--- src/rtl/led_sequencer_if.sv ---
// Key-side and LED-side signals of the LED sequencer, bundled for the top-level port list.
// The master drives the controls; the slave (the sequencer) drives the LED outputs.
interface led_sequencer_if #(
  parameter int NUM_LEDS = 8
);
  logic [1:0]          in_mode;
  logic                in_dir;
  logic                in_pause;
  logic                in_step;
  logic [NUM_LEDS-1:0] out_leds;
  logic [NUM_LEDS-1:0] out_leds_n;
  logic                out_step;

  modport master (
    output in_mode, in_dir, in_pause, in_step,
    input  out_leds, out_leds_n, out_step
  );

  modport slave (
    input  in_mode, in_dir, in_pause, in_step,
    output out_leds, out_leds_n, out_step
  );
endinterface

--- src/rtl/led_sequencer.sv ---
// LED pattern generator: bounce / rotate / bar / blink at a divided step rate,
// with pause and manual single-step. All state is synchronous to in_clk.
module led_sequencer #(
  parameter int NUM_LEDS    = 8,
  parameter int MAIN_CLK_HZ = 27_000_000,
  parameter int STEP_HZ     = 4
) (
  input  logic           in_clk,
  input  logic           in_rst,
  led_sequencer_if.slave bus
);
  localparam int DIV   = MAIN_CLK_HZ / STEP_HZ;
  localparam int CNT_W = (DIV > 1) ? $clog2(DIV) : 1;
  localparam int LVL_W = $clog2(NUM_LEDS + 1);

  localparam logic [CNT_W-1:0]    CNT_MAX  = CNT_W'(DIV - 1);
  localparam logic [CNT_W-1:0]    CNT_ZERO = {CNT_W{1'b0}};
  localparam logic [LVL_W-1:0]    LVL_MAX  = LVL_W'(NUM_LEDS);
  localparam logic [LVL_W-1:0]    LVL_ZERO = {LVL_W{1'b0}};
  localparam logic [NUM_LEDS-1:0] PAT_ONE  = {{(NUM_LEDS-1){1'b0}}, 1'b1};
  localparam logic [NUM_LEDS-1:0] PAT_ZERO = {NUM_LEDS{1'b0}};
  localparam logic [NUM_LEDS-1:0] PAT_ALL  = {NUM_LEDS{1'b1}};

  localparam logic [1:0] MODE_BOUNCE = 2'd0;
  localparam logic [1:0] MODE_ROTATE = 2'd1;
  localparam logic [1:0] MODE_BAR    = 2'd2;
  localparam logic [1:0] MODE_BLINK  = 2'd3;

  logic [CNT_W-1:0]    cnt_q, cnt_d;
  logic [1:0]          mode_q, mode_d;
  logic                step_q, step_d;
  logic [NUM_LEDS-1:0] leds_q, leds_d;
  logic [NUM_LEDS-1:0] leds_n_q, leds_n_d;
  logic                dir_q, dir_d;
  logic [LVL_W-1:0]    lvl_q, lvl_d;
  logic                out_step_q, out_step_d;

  logic                tick;
  logic                step_ev;
  logic                mode_chg;
  logic [NUM_LEDS-1:0] next_pat;
  logic                next_dir;
  logic [LVL_W-1:0]    next_lvl;

  function automatic logic [NUM_LEDS-1:0] entry_pat(input logic [1:0] m);
    case (m)
      MODE_BOUNCE: entry_pat = PAT_ONE;
      MODE_ROTATE: entry_pat = PAT_ONE;
      MODE_BAR:    entry_pat = PAT_ZERO;
      MODE_BLINK:  entry_pat = PAT_ALL;
      default:     entry_pat = PAT_ONE;
    endcase
  endfunction

  assign tick     = (cnt_q == CNT_MAX) & ~bus.in_pause;
  assign step_ev  = tick | (bus.in_pause & bus.in_step & ~step_q);
  assign mode_chg = (bus.in_mode != mode_q);

  // dir_q doubles as bounce direction and bar direction: 1 = up / rising
  always_comb begin
    next_pat = leds_q;
    next_dir = dir_q;
    next_lvl = lvl_q;
    case (mode_q)
      MODE_BOUNCE: begin
        if (dir_q) begin
          next_pat = {leds_q[NUM_LEDS-2:0], 1'b0};
          next_dir = ~next_pat[NUM_LEDS-1];
        end else begin
          next_pat = {1'b0, leds_q[NUM_LEDS-1:1]};
          next_dir = next_pat[0];
        end
      end
      MODE_ROTATE: begin
        if (bus.in_dir) begin
          next_pat = {leds_q[NUM_LEDS-2:0], leds_q[NUM_LEDS-1]};
        end else begin
          next_pat = {leds_q[0], leds_q[NUM_LEDS-1:1]};
        end
      end
      MODE_BAR: begin
        if (dir_q) begin
          next_lvl = lvl_q + LVL_W'(1);
          next_dir = (next_lvl != LVL_MAX);
        end else begin
          next_lvl = lvl_q - LVL_W'(1);
          next_dir = (next_lvl == LVL_ZERO);
        end
        for (int i = 0; i < NUM_LEDS; i++) begin
          next_pat[i] = (LVL_W'(i) < next_lvl);
        end
      end
      MODE_BLINK: begin
        next_pat = ~leds_q;
      end
      default: begin
        next_pat = leds_q;
      end
    endcase
  end

  // A mode change reloads the entry pattern and drops any coincident step
  always_comb begin
    cnt_d      = cnt_q;
    mode_d     = mode_q;
    step_d     = bus.in_step;
    leds_d     = leds_q;
    dir_d      = dir_q;
    lvl_d      = lvl_q;
    out_step_d = 1'b0;
    if (mode_chg) begin
      mode_d = bus.in_mode;
      cnt_d  = CNT_ZERO;
      leds_d = entry_pat(bus.in_mode);
      dir_d  = 1'b1;
      lvl_d  = LVL_ZERO;
    end else begin
      if (bus.in_pause) begin
        cnt_d = cnt_q;
      end else if (tick) begin
        cnt_d = CNT_ZERO;
      end else begin
        cnt_d = cnt_q + CNT_W'(1);
      end
      if (step_ev) begin
        leds_d     = next_pat;
        dir_d      = next_dir;
        lvl_d      = next_lvl;
        out_step_d = 1'b1;
      end else begin
        out_step_d = 1'b0;
      end
    end
    leds_n_d = ~leds_d;
  end

  always_ff @(posedge in_clk) begin
    if (!in_rst) begin
      cnt_q      <= CNT_ZERO;
      mode_q     <= bus.in_mode;
      step_q     <= bus.in_step;
      leds_q     <= PAT_ONE;
      leds_n_q   <= ~PAT_ONE;
      dir_q      <= 1'b1;
      lvl_q      <= LVL_ZERO;
      out_step_q <= 1'b0;
    end else begin
      cnt_q      <= cnt_d;
      mode_q     <= mode_d;
      step_q     <= step_d;
      leds_q     <= leds_d;
      leds_n_q   <= leds_n_d;
      dir_q      <= dir_d;
      lvl_q      <= lvl_d;
      out_step_q <= out_step_d;
    end
  end

  assign bus.out_leds   = leds_q;
  assign bus.out_leds_n = leds_n_q;
  assign bus.out_step   = out_step_q;
endmodule

--- src/flat_wrapper.sv ---
// flat-port wrapper written by rule: the top's interface ports become plain ports
module led_sequencer_flat 
#(
  parameter int NUM_LEDS    = 8,
  parameter int MAIN_CLK_HZ = 27_000_000,
  parameter int STEP_HZ     = 4
)
  (in_clk, in_rst, bus_in_mode, bus_in_dir, bus_in_pause, bus_in_step, bus_out_leds, bus_out_leds_n, bus_out_step);
  led_sequencer_if #(.NUM_LEDS(NUM_LEDS)) bus_i ();
  input  logic in_clk;
  input  logic in_rst;
  input wire logic [$bits(bus_i.in_mode)-1:0] bus_in_mode;
  input wire logic [$bits(bus_i.in_dir)-1:0] bus_in_dir;
  input wire logic [$bits(bus_i.in_pause)-1:0] bus_in_pause;
  input wire logic [$bits(bus_i.in_step)-1:0] bus_in_step;
  output wire logic [$bits(bus_i.out_leds)-1:0] bus_out_leds;
  output wire logic [$bits(bus_i.out_leds_n)-1:0] bus_out_leds_n;
  output wire logic [$bits(bus_i.out_step)-1:0] bus_out_step;
  assign bus_i.in_mode = bus_in_mode;
  assign bus_i.in_dir = bus_in_dir;
  assign bus_i.in_pause = bus_in_pause;
  assign bus_i.in_step = bus_in_step;
  assign bus_out_leds = bus_i.out_leds;
  assign bus_out_leds_n = bus_i.out_leds_n;
  assign bus_out_step = bus_i.out_step;
  led_sequencer #(.NUM_LEDS(NUM_LEDS), .MAIN_CLK_HZ(MAIN_CLK_HZ), .STEP_HZ(STEP_HZ)) u_core (.in_clk(in_clk), .in_rst(in_rst), .bus(bus_i));
endmodule
--- config.mk ---
export PLATFORM = sky130hd
export DESIGN_NAME = led_sequencer_flat
export DESIGN_NICKNAME = d
export VERILOG_FILES = /design/src/rtl/led_sequencer_if.sv /design/src/rtl/led_sequencer.sv /design/src/flat_wrapper.sv
export SDC_FILE = /design/constraint.sdc
export NUM_CORES = 1
export LEC_CHECK = 0
export ABC_AREA = 1
export ABC_CLOCK_PERIOD_IN_PS = 2450
export CORE_MARGIN = 3
export CORE_UTILIZATION = 40
export DETAILED_ROUTE_END_ITERATION = 6
export HOLD_SLACK_MARGIN = 0.05
export PLACE_DENSITY_LB_ADDON = 0.05
export SLEW_MARGIN = 20
export SYNTH_ARGS = -nofsm -noshare
export SYNTH_HDL_FRONTEND = slang
export SYNTH_SLANG_ARGS = --single-unit
export TNS_END_PERCENT = 1
--- constraint.sdc ---
create_clock -name in_clk -period 2.45 [get_ports in_clk]
set_input_delay 0.3675 -clock in_clk [delete_from_list [all_inputs] [get_ports in_clk]]
set_output_delay 0.3675 -clock in_clk [all_outputs]
set_load 0.005 [all_outputs]
# Yosys cells after proc, flatten, opt, wreduce, memory -nomap -nowiden
# Cells that the tools add are included.
# word_totals
output_inout_bits,17
word_cells,62
in_bits,7
register_bits,48
# classes
n_eq_ne,10
n_lt_le_gt_ge,8
reduce_logical,8
n_addsub,3
muxes,15
bitwise,10
# op_table
operator,n
2-to-1 mux 8 bit,4
one-hot mux 8 bit (4 select lines),1
one-hot mux 8 bit (3 select lines),1
"adder 23 x 1 -> 23 bit, second input constant",1
"== test 23 bit, second input constant",1
2-to-1 mux 23 bit,1
"< comparator 3 x 4 -> 1 bit, first input constant",4
NOT 8 bit,2
"== test 2 bit, second input constant",4
"< comparator 1 x 4 -> 1 bit, first input constant",2
"< comparator 2 x 4 -> 1 bit, first input constant",2
2-to-1 mux 4 bit,2
"adder 4 x 1 -> 4 bit, second input constant",1
"== test 2 x 1 -> 1 bit, second input constant",2
zero test 2 bit,2
zero test 4 bit,1
2-to-1 mux 2 bit,2
"!= test 4 bit, second input constant",1
NOT 1 bit,4
AND reduction 2 bit,2
OR reduction 2 bit,2
"subtractor 4 x 1 -> 4 bit, second input constant",1
AND 1 bit,3
2-to-1 mux 1 bit,3
other kinds (5),5

# Depth between registers and ports, before layout
# Gate-level depths: netlist (run 1).
# logic_depth
ltp_word,8
mapped_depth,13
ltp_nobuf,13

# Worst setup path after synthesis (run 1)
# OpenSTA, ideal clock, no wires.
# synth_timing
path_type,flip-flop to flip-flop
from,register u_core.lvl_q[0]
to,register u_core.leds_n_q[6] (netlist: u_core.bus.out_leds_n[6])
t_required_ps,2323
period_less_slack_ps,1615
t_arrival_ps,1489
path_buffers,0
setup_ps,127
path_stages_with_launch,11
slack_ps,835
path_cell_list,dfxtp_1 inv_1 ha_1 xnor2_1 nand2_1 o21ai_0 nand2_1 nand3_1 nand2_1 nand2_1 nand2_1
# synth_between
elab_chain_len,8
elab_cells_between_ends,9
cone_classes,add/sub: 2; order compare: 1; mux: 5; bitwise: 1
# synth_rtl
item,line_no,rtl
"start, declared",led_sequencer.sv:35,"logic [LVL_W-1:0] lvl_q, lvl_d;"
"start signal, assigned",led_sequencer.sv:154,lvl_q <= lvl_d;
subtractor 4 x 1 -> 4 bit or adder 4 x 1 -> 4 bit (tied branches),"led_sequencer.sv:86, led_sequencer.sv:83",
2-to-1 mux 4 bit *,led_sequencer.sv:82,if (dir_q) begin
2-to-1 mux 4 bit *,led_sequencer.sv:64,case (mode_q)
< comparator 3 x 4 -> 1 bit *,led_sequencer.sv:90,next_pat[i] = (LVL_W'(i) < next_lvl);
one-hot mux 8 bit (4 select lines) *,led_sequencer.sv:64,
2-to-1 mux 8 bit *,led_sequencer.sv:125,if (step_ev) begin
2-to-1 mux 8 bit *,led_sequencer.sv:111,if (mode_chg) begin
NOT 8 bit *,led_sequencer.sv:134,leds_n_d = ~leds_d;
"end signal, assigned",led_sequencer.sv:143,leds_n_q <= ~PAT_ONE;
"end signal, assigned",led_sequencer.sv:152,leds_n_q <= leds_n_d;
"end, declared",led_sequencer.sv:33,"logic [NUM_LEDS-1:0] leds_n_q, leds_n_d;"
# Mark *: on every way between the ends. The rest lies on a longest branch, timed or not. The select of a mux whose other input is x is not followed.
# A chain may end at the register's enable or synchronous reset.

# Final worst setup path (run 1)
# layout_timing
from,input port bus_in_pause
to,register u_core.lvl_q[3]
# layout_between
elab_chain_len,4
elab_cells_between_ends,6
cone_classes,bitwise: 5; reduce/logical: 1
# layout_rtl
item,line_no,rtl
"start, declared",flat_wrapper.sv:14,input wire logic [$bits(bus_i.in_pause)-1:0] bus_in_pause;
AND 1 bit or NOT 1 bit (tied branches),"led_sequencer.sv:56, led_sequencer.sv:55",
"AND 1 bit, on equally long branches","led_sequencer.sv:56, led_sequencer.sv:55",
bitwise OR 1 bit *,led_sequencer.sv:56,assign step_ev = tick | (bus.in_pause & bus.in_step & ~step_q);
AND reduction 2 bit (no line) *,-,
# Mark *: on every way between the ends. The rest lies on a longest branch, timed or not.

==> implementation parameters, run 1 <==
Parameter                              Value

Synthesis
  Distinct cell type count of the synthesized netlist    39
  Synth top area share    33.3%
  Synthesized flop and latch total    48
  Async set-reset flop share out of synthesis    0%
  Main flop type after synthesis    sky130_fd_sc_hd__dfxtp_1
  Gate count of the mapped netlist    408
  Synthesis Warnings    0
  Average cell area after synthesis    6.78 um^2
  Leading area contributor after synthesis    sky130_fd_sc_hd__dfxtp_1
  Most frequent cell after synthesis    sky130_fd_sc_hd__nand2_1
  Number of enable flip-flop cells after synthesis    2
  Post-synthesis sequential area ratio    35.5%
  Post-synthesis net count    between 400 and 500
  Post-Syn Area    roughly 2800 um^2
  Largest cells by area after synthesis    sky130_fd_sc_hd__dfxtp_1, sky130_fd_sc_hd__nand2_1, sky130_fd_sc_hd__inv_1, sky130_fd_sc_hd__a21oi_1, sky130_fd_sc_hd__nand3_1
  Most frequent cells after synthesis    sky130_fd_sc_hd__nand2_1, sky130_fd_sc_hd__inv_1, sky130_fd_sc_hd__dfxtp_1, sky130_fd_sc_hd__nor2_1, sky130_fd_sc_hd__a21oi_1

Setup path
  Reg2Reg Launch Point    u_core.lvl_q[0]
  Destination of the worst register-to-register timing path    u_core.bus.out_leds_n[6]
  Worst setup path start    bus_in_pause
  Critical path cell sequence    clkdlybuf4s50_1 -> inv_4 -> nand2_2 -> nor2_2 -> nand3_2 -> o22ai_1 -> nand2_1 -> o21ai_0 -> a21oi_1
  Crit. End Element    flop
  Cell type of the slowest stage on the worst timing path    sky130_fd_sc_hd__clkdlybuf4s50_1
  Setup slack, reg-to-reg    about 0.46 ns
  Critical path data required time    2.65 ns
  Register-to-Register Path Depth    10
  Crit Path Class    in2reg
  Worst EP arrival    ~2.3 ns
  Startpoint class of the critical path    input pin
  CP Max Fanout    9
  Largest incremental delay on the critical path    0.59 ns
  End point of the critical path    u_core.lvl_q[3]

Layout
  Combined flip-flop and latch cell area    a little under 1000 um^2
  P&R area growth vs syn    15.7%
  Final core utilization    49.0%
  Area used by multi-input combinational logic    1500 um^2
  Filler Cell Count    673
  Share of final-layout standard cells stronger than drive strength 1    8.16%
  Final Cell Area    3200 um^2
  Antenna cells    0
  Final nets    about 450

Clock network
  TritonCTS clock tree    yes
  Root Buffer Master    sky130_fd_sc_hd__clkbuf_8
  Cts hold-fix bufs    0
  Number of buffers created by CTS    5
  Post-CTS Setup Bufs    0
  Worst-path clk slew    0.09 ns
  CTS H-tree lvls    2
  Max Buffers Root-to-Sink    2
  Clock sink total    48
  Total of cells resized after clock tree synthesis    0
  Clk_lat worst skew    about 0.3 ns

Timing
  Total negative slack for setup checks    0 ns
  Pin slew with the least headroom to its limit    around 0.56 ns
  Final number of setup-violating endpoints    0
  Pins over their slew limit    0
  Final Hold Slack    0.478 ns
  Setup repair after global routing missed its margin    no
  Worst relative slew slack    between 60 and 70%
  Final Skew    0.00746 ns
  Final period util    between 80% and 90%
  Final hold violation count    0
  Minimum period implied by the final worst setup slack    2.11 ns
  Max Freq    0.473 GHz
  Smallest setup slack after layout    0.336 ns

GRT
  Via count of the first global-routing pass    between 2000 and 3000
  Antenna violations before repair    0
  Pin count of the biggest net entering global routing    15
  Remaining Overflow, GRT    0
  Global-route wire length before repair    roughly 12000 um
  Total routing usage reported by global routing    19.5%

Route
  Via/cell ratio    5.14
  Met1 Routed Length    approximately 3800 um
  Met2 WL    2770 um
  Top sig layer    met4
  Length of routed met3 wiring    359 um
  Post-route antenna net violation count    0
  Average wire per standard cell    13.5 um
  DRC violation count after routing    0
  Overall via count from detail_route    2664
  Routed Wire Length    7010 um
  1st-iter DRT viols    between 300 and 400
  Router iterations before antenna repair    5

Pwr
  Peak ir drop on the vdd network    0.300 mV
  Cell area power density    a little over 500 nW/um^2
  Static Leakage    1.34 nW

Die
  Area inside the core boundary    6530 um^2
  Number of rows created at floorplan    29
  Floorplan die height    89.1 um
  Horizontal die dimension    around 89 um
  Num ports    24
  Die Outline Area    7950 um^2
  Starting Density    between 40% and 50%

Run status
  Run status    completed

Placed design
  Quantity of I/O buffers inserted on ports    23
  Detailed placer's ending HPWL    5570 um
  Worst setup slack after placement    -0.00337 ns
  Routability congestion estimate from global placement    roughly 0.87
  Area after DPL    3110 um^2

Job
  MaxCap Viol Count    0

Hold path
  Type of the tightest min-delay check    reg2reg
## flip-flops by register name, indices dropped and copies added, names as in the netlist, named ones only
name,cells
u_core.cnt_q,23
u_core.bus.out_leds_n,8
u_core.lvl_q,4
u_core.dir_q,1
u_core.bus.out_step,1
u_core.step_q,1
u_core.mode_q,2
u_core.bus.out_leds,5
## placed cells by master, fill, tap and decap left out, drive strengths merged
master	synthesis	routed
o221a	1	1
buf	3	6
nor4	2	2
a31oi	1	1
nand3	35	35
dfxtp	46	46
o21ai	35	35
and2	1	1
clkbuf	1	7
o31ai	3	3
a22oi	1	1
o22ai	1	1
nor3b	3	3
o211ai	4	4
edfxtp	2	2
o21a	2	2
nor3	5	5
a21oi	40	40
clkinvlp	0	1
a2bb2oi	1	1
xnor2	3	3
clkdlybuf4s50	0	23
nor2	52	52
ha	5	5
xor2	1	1
inv	65	65
nand4	6	6
nand2	88	88
clkinv	1	1
## per-layer routing
layer / vias to the layer above / track usage, %
met1: 1180 / 30.0
met5: - / 0
li1: 1402 / -
met4: 0 / 6.90
met2: 70 / 26.8
met3: 12 / 3.69
## worst min-delay path by stage
stage | startpoint | to | cells past startpoint
finish | u_core.cnt_q[11] | u_core.cnt_q[11] | 2
global placement | u_core.cnt_q[11] | u_core.cnt_q[11] | 2
detailed placement | u_core.cnt_q[11] | u_core.cnt_q[11] | 2
global route | u_core.cnt_q[11] | u_core.cnt_q[11] | 2
CTS | u_core.cnt_q[11] | u_core.cnt_q[11] | 2
floorplan | bus_in_step | u_core.step_q | 0
## stage by stage
step / std cells / total power, mW
floorplan: 408 / 1.03
global placement: 510 / 1.15
detailed placement: 510 / 1.15
CTS: 518 / 1.65
global route: 518 / 1.72
finish: 518 / 1.62
## cell families after synthesis
logic type      Yosys count  synth area share (%)
simple gates            192                  32.7
compound gates           89                  17.7
buf+inv                  70                  10.3
flops                    48                  35.5
fa+ha+maj                 5                  2.26
xor+xnor                  4                  1.54
## power breakdown
part	switching, mW	internal, mW	total (mW)
clock	0.261	0.230	0.490
combinational	0.163	0.121	0.285
sequential	0.0300	0.817	0.847
total	0.454	1.17	1.62
## final cells by class
class                      instances  share of cell area [%]
inverter                          66                    7.90
timing repair buffer              29                    8.60
clock buffer                       7                    2.70
sequential                        48                    30.7
multi-input combinational        290                    46.9
clock inverter                     1                   0.235
tap                               77                    3.01
## critical path, delay by kind of cell
kind                   cells  cell delay (ns)
buffers and inverters      2             0.78
and+or+nand+nor            4             0.53
AOI/OAI and AO/OA          3             0.62
(Power assumes the default switching activity.)
==> inputs of run 2 (changes only) <==
Settings changed: RECOVER_POWER set to 50.
==> run 2 against run 1 <==
  * Worst setup slack got worse by 0.064 ns
  * Via count grew 0.56%
  * Clock power is essentially flat
  * Final cell count unchanged
  * Core utilization is the same
  * Worst hold slack barely moved
  * Clock skew increased by 0.00083 ns
  * Total power decreased by 0.76%
  * Critical endpoint unchanged
  * Largest power group unchanged
==> implementation parameters, run 2 (same netlist as run 1, synthesis figures left out) <==
Parameter                              Value

Job
  MaxCap Viol Count    0 (unchanged)

Setup path
  Crit. End Element    flop
  Cell type of the slowest stage on the worst timing path    sky130_fd_sc_hd__dlygate4sd3_1
  Critical path cell sequence    dlygate4sd3_1 -> inv_4 -> nand2_2 -> nor2_2 -> nand3_2 -> o22ai_1 -> nand2_1 -> o21ai_0 -> a21oi_1
  Largest incremental delay on the critical path    0.68 ns (+0.09 ns)
  Worst EP arrival    2.38 ns (+0.07 ns)
  Crit Path Class    in2reg
  Critical path data required time    2.65 ns (about the same)
  Startpoint class of the critical path    input pin
  Register-to-Register Path Depth    8 (-2)
  CP Max Fanout    9 (unchanged)

Clock network
  Clock sink total    48 (unchanged)
  Number of buffers created by CTS    5 (unchanged)
  TritonCTS clock tree    yes
  Post-CTS Setup Bufs    0 (unchanged)
  Worst-path clk slew    0.09 ns (about the same)
  Root Buffer Master    sky130_fd_sc_hd__clkbuf_8
  Cts hold-fix bufs    0 (unchanged)
  Clk_lat worst skew    0.30 ns (about the same)
  CTS H-tree lvls    2 (unchanged)
  Total of cells resized after clock tree synthesis    0 (unchanged)
  Max Buffers Root-to-Sink    2 (unchanged)

Route
  Top sig layer    met4
  Router iterations before antenna repair    6 (+1)
  Routed Wire Length    7000 um (-0.14%)
  Overall via count from detail_route    2679 (+0.56%)
  1st-iter DRT viols    305 (-0.33%)
  Via/cell ratio    5.17 (+0.56%)
  DRC violation count after routing    0 (unchanged)
  Average wire per standard cell    13.5 um (-0.14%)
  Met2 WL    2750 um (-0.47%)
  Met1 Routed Length    3770 um (+0.24%)
  Post-route antenna net violation count    0 (unchanged)
  Length of routed met3 wiring    353 um (-1.7%)

Die
  Floorplan die height    89.1 um (unchanged)
  Die Outline Area    7950 um^2 (unchanged)
  Num ports    24 (unchanged)
  Horizontal die dimension    89.1 um (unchanged)
  Number of rows created at floorplan    29 (unchanged)
  Starting Density    42.3% (unchanged)
  Area inside the core boundary    6530 um^2 (unchanged)

GRT
  Antenna violations before repair    0 (unchanged)
  Via count of the first global-routing pass    2500 (unchanged)
  Total routing usage reported by global routing    19.5% (unchanged)
  Global-route wire length before repair    12000 um (unchanged)
  Pin count of the biggest net entering global routing    15 (unchanged)
  Remaining Overflow, GRT    0 (unchanged)

Timing
  Pins over their slew limit    0 (unchanged)
  Final hold violation count    0 (unchanged)
  Final period util    88.9% (+2.6 points)
  Smallest setup slack after layout    0.272 ns (-0.0635 ns)
  Final Skew    0.00829 ns (+0.000832 ns)
  Total negative slack for setup checks    0 ns (unchanged)
  Final number of setup-violating endpoints    0 (unchanged)
  Pin slew with the least headroom to its limit    0.563 ns (-0.00140 ns)
  Max Freq    0.459 GHz (-2.9%)
  Final Hold Slack    0.478 ns (-0.0000590 ns)
  Minimum period implied by the final worst setup slack    2.18 ns (+0.0635 ns)
  Setup repair after global routing missed its margin    no
  Worst relative slew slack    62.3% (+0.094 points)

Placed design
  Detailed placer's ending HPWL    5570 um (unchanged)
  Quantity of I/O buffers inserted on ports    23 (unchanged)
  Routability congestion estimate from global placement    0.870 (unchanged)
  Worst setup slack after placement    -0.00337 ns (unchanged)

Hold path
  Worst hold path cell count    2 (unchanged)
  Type of the tightest min-delay check    reg2reg

Pwr
  Cell area power density    503 nW/um^2 (-0.76%)
  Peak ir drop on the vdd network    0.299 mV (-0.43%)
  Static Leakage    1.35 nW (+0.66%)

Layout
  Share of final-layout standard cells stronger than drive strength 1    7.94% (-0.23 points)
  Largest Register    u_core.cnt_q
  Antenna cells    0 (unchanged)
  Final nets    452 (unchanged)
  P&R area growth vs syn    15.7% (unchanged)
  Flip-flop count of the largest register, all copies and words added    23 (unchanged)
  Most frequent cells in the layout    sky130_fd_sc_hd__nand2_1, sky130_fd_sc_hd__inv_1, sky130_fd_sc_hd__dfxtp_1
  Most common cell after layout, fill and taps aside    sky130_fd_sc_hd__nand2_1

Run status
  Run status    completed
-- run 2: final cells by class --
cell class	instances	area, um^2
fill	673	3330
multi-input combinational	290	1500
sequential	48	981
timing repair buffer	29	275
inverter	66	253
tap	77	96.3
clock buffer	7	86.3
clock inverter	1	7.51
-- run 2: path summary, 6_finish.rpt --
check                         from          endpoint  slack (ns)
setup reg to reg  u_core.mode_q[0]  u_core.cnt_q[15]        0.45
setup / recovery      bus_in_pause   u_core.lvl_q[3]        0.27
hold reg to reg   u_core.cnt_q[11]  u_core.cnt_q[11]        0.48
hold / removal    u_core.cnt_q[11]  u_core.cnt_q[11]        0.48
-- run 2: worst max-delay path, delay by kind of cell --
family | cells | cell delay, ns
buffers and inverters | 2 | 0.84
AO/OA/AOI/OAI | 3 | 0.62
AND/OR/NAND/NOR | 4 | 0.53
-- run 2: layer usage --
metal / track usage, % / up-vias
met5: 0 / -
met4: 6.90 / 0
met3: 3.69 / 12
met2: 26.8 / 78
met1: 30.0 / 1185
li1: - / 1404
-- run 2: per-stage QoR --
stage | area, um^2 | total power [mW] | utilization (%) | instances
floorplan | 2770 | 1.03 | - | 408
global placement | 3110 | 1.15 | 47.5 | 510
detailed placement | 3110 | 1.15 | 47.5 | 510
CTS | 3200 | 1.65 | 49.0 | 518
global route | 3200 | 1.71 | 49.0 | 518
finish | 3200 | 1.61 | 49.0 | 518
-- run 2: power breakdown --
group	total [mW]	internal, mW	switching (mW)	leakage, nW
clock network	0.490	0.230	0.261	0.0445
logic	0.273	0.110	0.163	0.914
registers	0.846	0.817	0.0290	0.395
==> inputs of run 3 (changes only) <==
Settings changed: MAX_ROUTING_LAYER set to met4, TNS_END_PERCENT 1 to not set.
==> run 3 against run 2 <==
  * Die area is the same
  * Total power is 9.0% higher
  * Routed wire length up 4.8%
  * Worst hold slack lost 0.0016 ns
==> implementation parameters, run 3 (same netlist as run 1, synthesis figures left out) <==
Parameter                              Value

Run status
  Run status    completed

Pwr
  Cell area power density    547 nW/um^2 (+8.7%)
  Sequential power share    48.3% (-4.3 points)
  Peak ir drop on the vdd network    0.322 mV (+7.6%)
  Net switching share of the total power    28.3% (+0.17 points)
  Net Sw Power    0.496 mW (+9.7%)
  Internal power consumption    1.26 mW (+8.8%)
  Share of total power in the clock network    36.4% (+5.9 points)
  Share of total power in combinational logic    15.3% (-1.7 points)
  Static Leakage    1.36 nW (+0.18%)

GRT
  Antenna violations before repair    0 (unchanged)
  Remaining Overflow, GRT    0 (unchanged)
  Via count of the first global-routing pass    2443 (-2.3%)
  Pin count of the biggest net entering global routing    16 (+1)
  Total routing usage reported by global routing    20.3% (+0.80 points)
  Global-route wire length before repair    12200 um (+2.2%)

Placed design
  Worst setup slack after placement    0.0258 ns (+0.0292 ns)
  Routability congestion estimate from global placement    0.909 (+4.4%)
  Quantity of I/O buffers inserted on ports    23 (unchanged)
  Detailed placer's ending HPWL    5690 um (+2.2%)
  Area after DPL    3100 um^2 (-0.24%)

Setup path
  CP Max Fanout    10 (+1)
  Register-to-Register Path Depth    8 (unchanged)
  Cell type of the slowest stage on the worst timing path    sky130_fd_sc_hd__dlygate4sd3_1
  Worst EP arrival    2.44 ns (+0.06 ns)
  Crit. End Element    flop
  Largest incremental delay on the critical path    0.66 ns (-0.02 ns)
  Kind of cell adding the most delay to the critical path    buffers and inverters
  Startpoint class of the critical path    input pin
  Crit Path Class    in2reg
  Critical path cell sequence    dlygate4sd3_1 -> xnor2_2 -> nand2_1 -> nor2_8 -> inv_4 -> nor2_4 -> clkbuf_1 -> o21ai_0 -> a21oi_1
  Destination of the worst register-to-register timing path    u_core.cnt_q[9]
  Reg2Reg Launch Point    u_core.mode_q[0]
  Setup slack, reg-to-reg    0.37 ns (-0.08 ns)
  Critical path data required time    2.69 ns (+0.04 ns)
  Number of buffers and inverters on the critical path    3 (+1)

Route
  DRC violation count after routing    0 (unchanged)
  Routed Wire Length    7330 um (+4.8%)
  1st-iter DRT viols    277 (-9.2%)
  Overall via count from detail_route    2729 (+1.9%)
  Router iterations before antenna repair    5 (-1)
  Average wire per standard cell    14.2 um (+5.0%)
  Post-route antenna net violation count    0 (unchanged)
  Via/cell ratio    5.28 (+2.1%)

Die
  Starting Density    42.3% (unchanged)
  Floorplan die height    89.1 um (unchanged)
  Num ports    24 (unchanged)
  Horizontal die dimension    89.1 um (unchanged)
  Die Outline Area    7950 um^2 (unchanged)
  Number of rows created at floorplan    29 (unchanged)
  Area inside the core boundary    6530 um^2 (unchanged)

Job
  MaxCap Viol Count    0 (unchanged)

Timing
  Final Skew    0.0186 ns (+0.0103 ns)
  Final hold violation count    0 (unchanged)
  Pin slew with the least headroom to its limit    0.570 ns (+0.00718 ns)
  Minimum period implied by the final worst setup slack    2.20 ns (+0.0258 ns)
  Total negative slack for setup checks    0 ns (unchanged)
  Max Freq    0.454 GHz (-1.2%)
  Pins over their slew limit    0 (unchanged)
  Worst relative slew slack    61.8% (-0.48 points)
  Smallest setup slack after layout    0.247 ns (-0.0258 ns)
  Setup repair after global routing missed its margin    no
  Final Hold Slack    0.476 ns (-0.00155 ns)
  Final number of setup-violating endpoints    0 (unchanged)
  Final period util    89.9% (+1.1 points)

Clock network
  CTS H-tree lvls    2 (unchanged)
  Post-CTS Setup Bufs    0 (unchanged)
  Total of cells resized after clock tree synthesis    0 (unchanged)
  Cts hold-fix bufs    0 (unchanged)
  Root Buffer Master    sky130_fd_sc_hd__clkbuf_8
  Max Buffers Root-to-Sink    2 (unchanged)
  Number of buffers created by CTS    5 (unchanged)
  Clk_lat worst skew    0.32 ns (+0.02 ns)
  Worst-path clk slew    0.10 ns (about the same)
  TritonCTS clock tree    yes
  Clock sink total    48 (unchanged)

Layout
  Filler Cell Count    685 (+1.8%)
  Most frequent cells in the layout    sky130_fd_sc_hd__nand2_1, sky130_fd_sc_hd__inv_1, sky130_fd_sc_hd__dfxtp_1
  Final Cell Area    3210 um^2 (+0.27%)
  Final core utilization    49.1% (+0.13 points)
  Share of final-layout standard cells stronger than drive strength 1    7.73% (-0.21 points)
  Flip-flop count of the largest register, all copies and words added    23 (unchanged)
  Most common cell after layout, fill and taps aside    sky130_fd_sc_hd__nand2_1
  Antenna cells    0 (unchanged)
  Largest Register    u_core.cnt_q
  P&R area growth vs syn    16.0%
  Final nets    451 (-0.22%)

Hold path
  Hold wc startpoint    u_core.cnt_q[11]
  Hold Crit Endpoint    u_core.cnt_q[11]
  Type of the tightest min-delay check    reg2reg
  Worst hold path cell count    2 (unchanged)
## run 3: layout make-up
class,count,area [um^2],share of cell area (%)
multi-input combinational,290,1490,46.5
sequential,48,981,30.6
timing repair buffer,28,264,8.23
inverter,66,253,7.88
tap,77,96.3,3.00
clock buffer,6,82.6,2.57
clock inverter,2,38.8,1.21
## run 3: worst max-delay path by stage
| stage | startpoint | to | slack (ns) | cells after the start |
|---|---|---|---|---|
| after floorplan | u_core.lvl_q[0] | u_core.bus.out_leds_n[6] | 0.83 | 10 |
| after global placement | bus_in_pause | u_core.lvl_q[2] | 0.14 | 9 |
| after detailed placement | bus_in_pause | u_core.lvl_q[3] | 0.03 | 9 |
| after CTS | bus_in_pause | u_core.lvl_q[3] | 0.36 | 9 |
| after global routing | bus_in_mode[0] | u_core.cnt_q[9] | 0.12 | 9 |
| final | bus_in_mode[0] | u_core.cnt_q[9] | 0.25 | 9 |
## run 3: power by group through the flow
stage | logic [mW] | registers (mW) | clock network (mW)
floorplan | 0.172 | 0.857 | 0
global placement | 0.283 | 0.867 | 0
detailed placement | 0.283 | 0.865 | 0
CTS | 0.284 | 0.847 | 0.648
global route | 0.304 | 0.851 | 0.679
finish | 0.268 | 0.847 | 0.639
## run 3: worst reg2reg max path, stage by stage, from the launching register on
cell	delay (ns)
sky130_fd_sc_hd__edfxtp_1	0.54
sky130_fd_sc_hd__xnor2_2	0.19
sky130_fd_sc_hd__nand2_1	0.27
sky130_fd_sc_hd__nor2_8	0.23
sky130_fd_sc_hd__inv_4	0.10
sky130_fd_sc_hd__nor2_4	0.26
sky130_fd_sc_hd__clkbuf_1	0.21
sky130_fd_sc_hd__o21ai_0	0.11
sky130_fd_sc_hd__a21oi_1	0.12
## run 3: metrics by stage
step,instances,total power [mW]
after floorplan,408,1.03
after global placement,509,1.15
after detailed placement,509,1.15
after CTS,517,1.78
after global routing,517,1.83
final,517,1.75
## run 3: per-layer routing
layer	routed length (um)	share of wire, %	track usage (%)	vias to the layer above
met2	2950	40	27.7	82
met1	3960	54	31.4	1246
met4	57	0.78	4.06	0
met3	360	4.9	3.04	6
met5	0	0	-	-
li1	-	-	-	1395
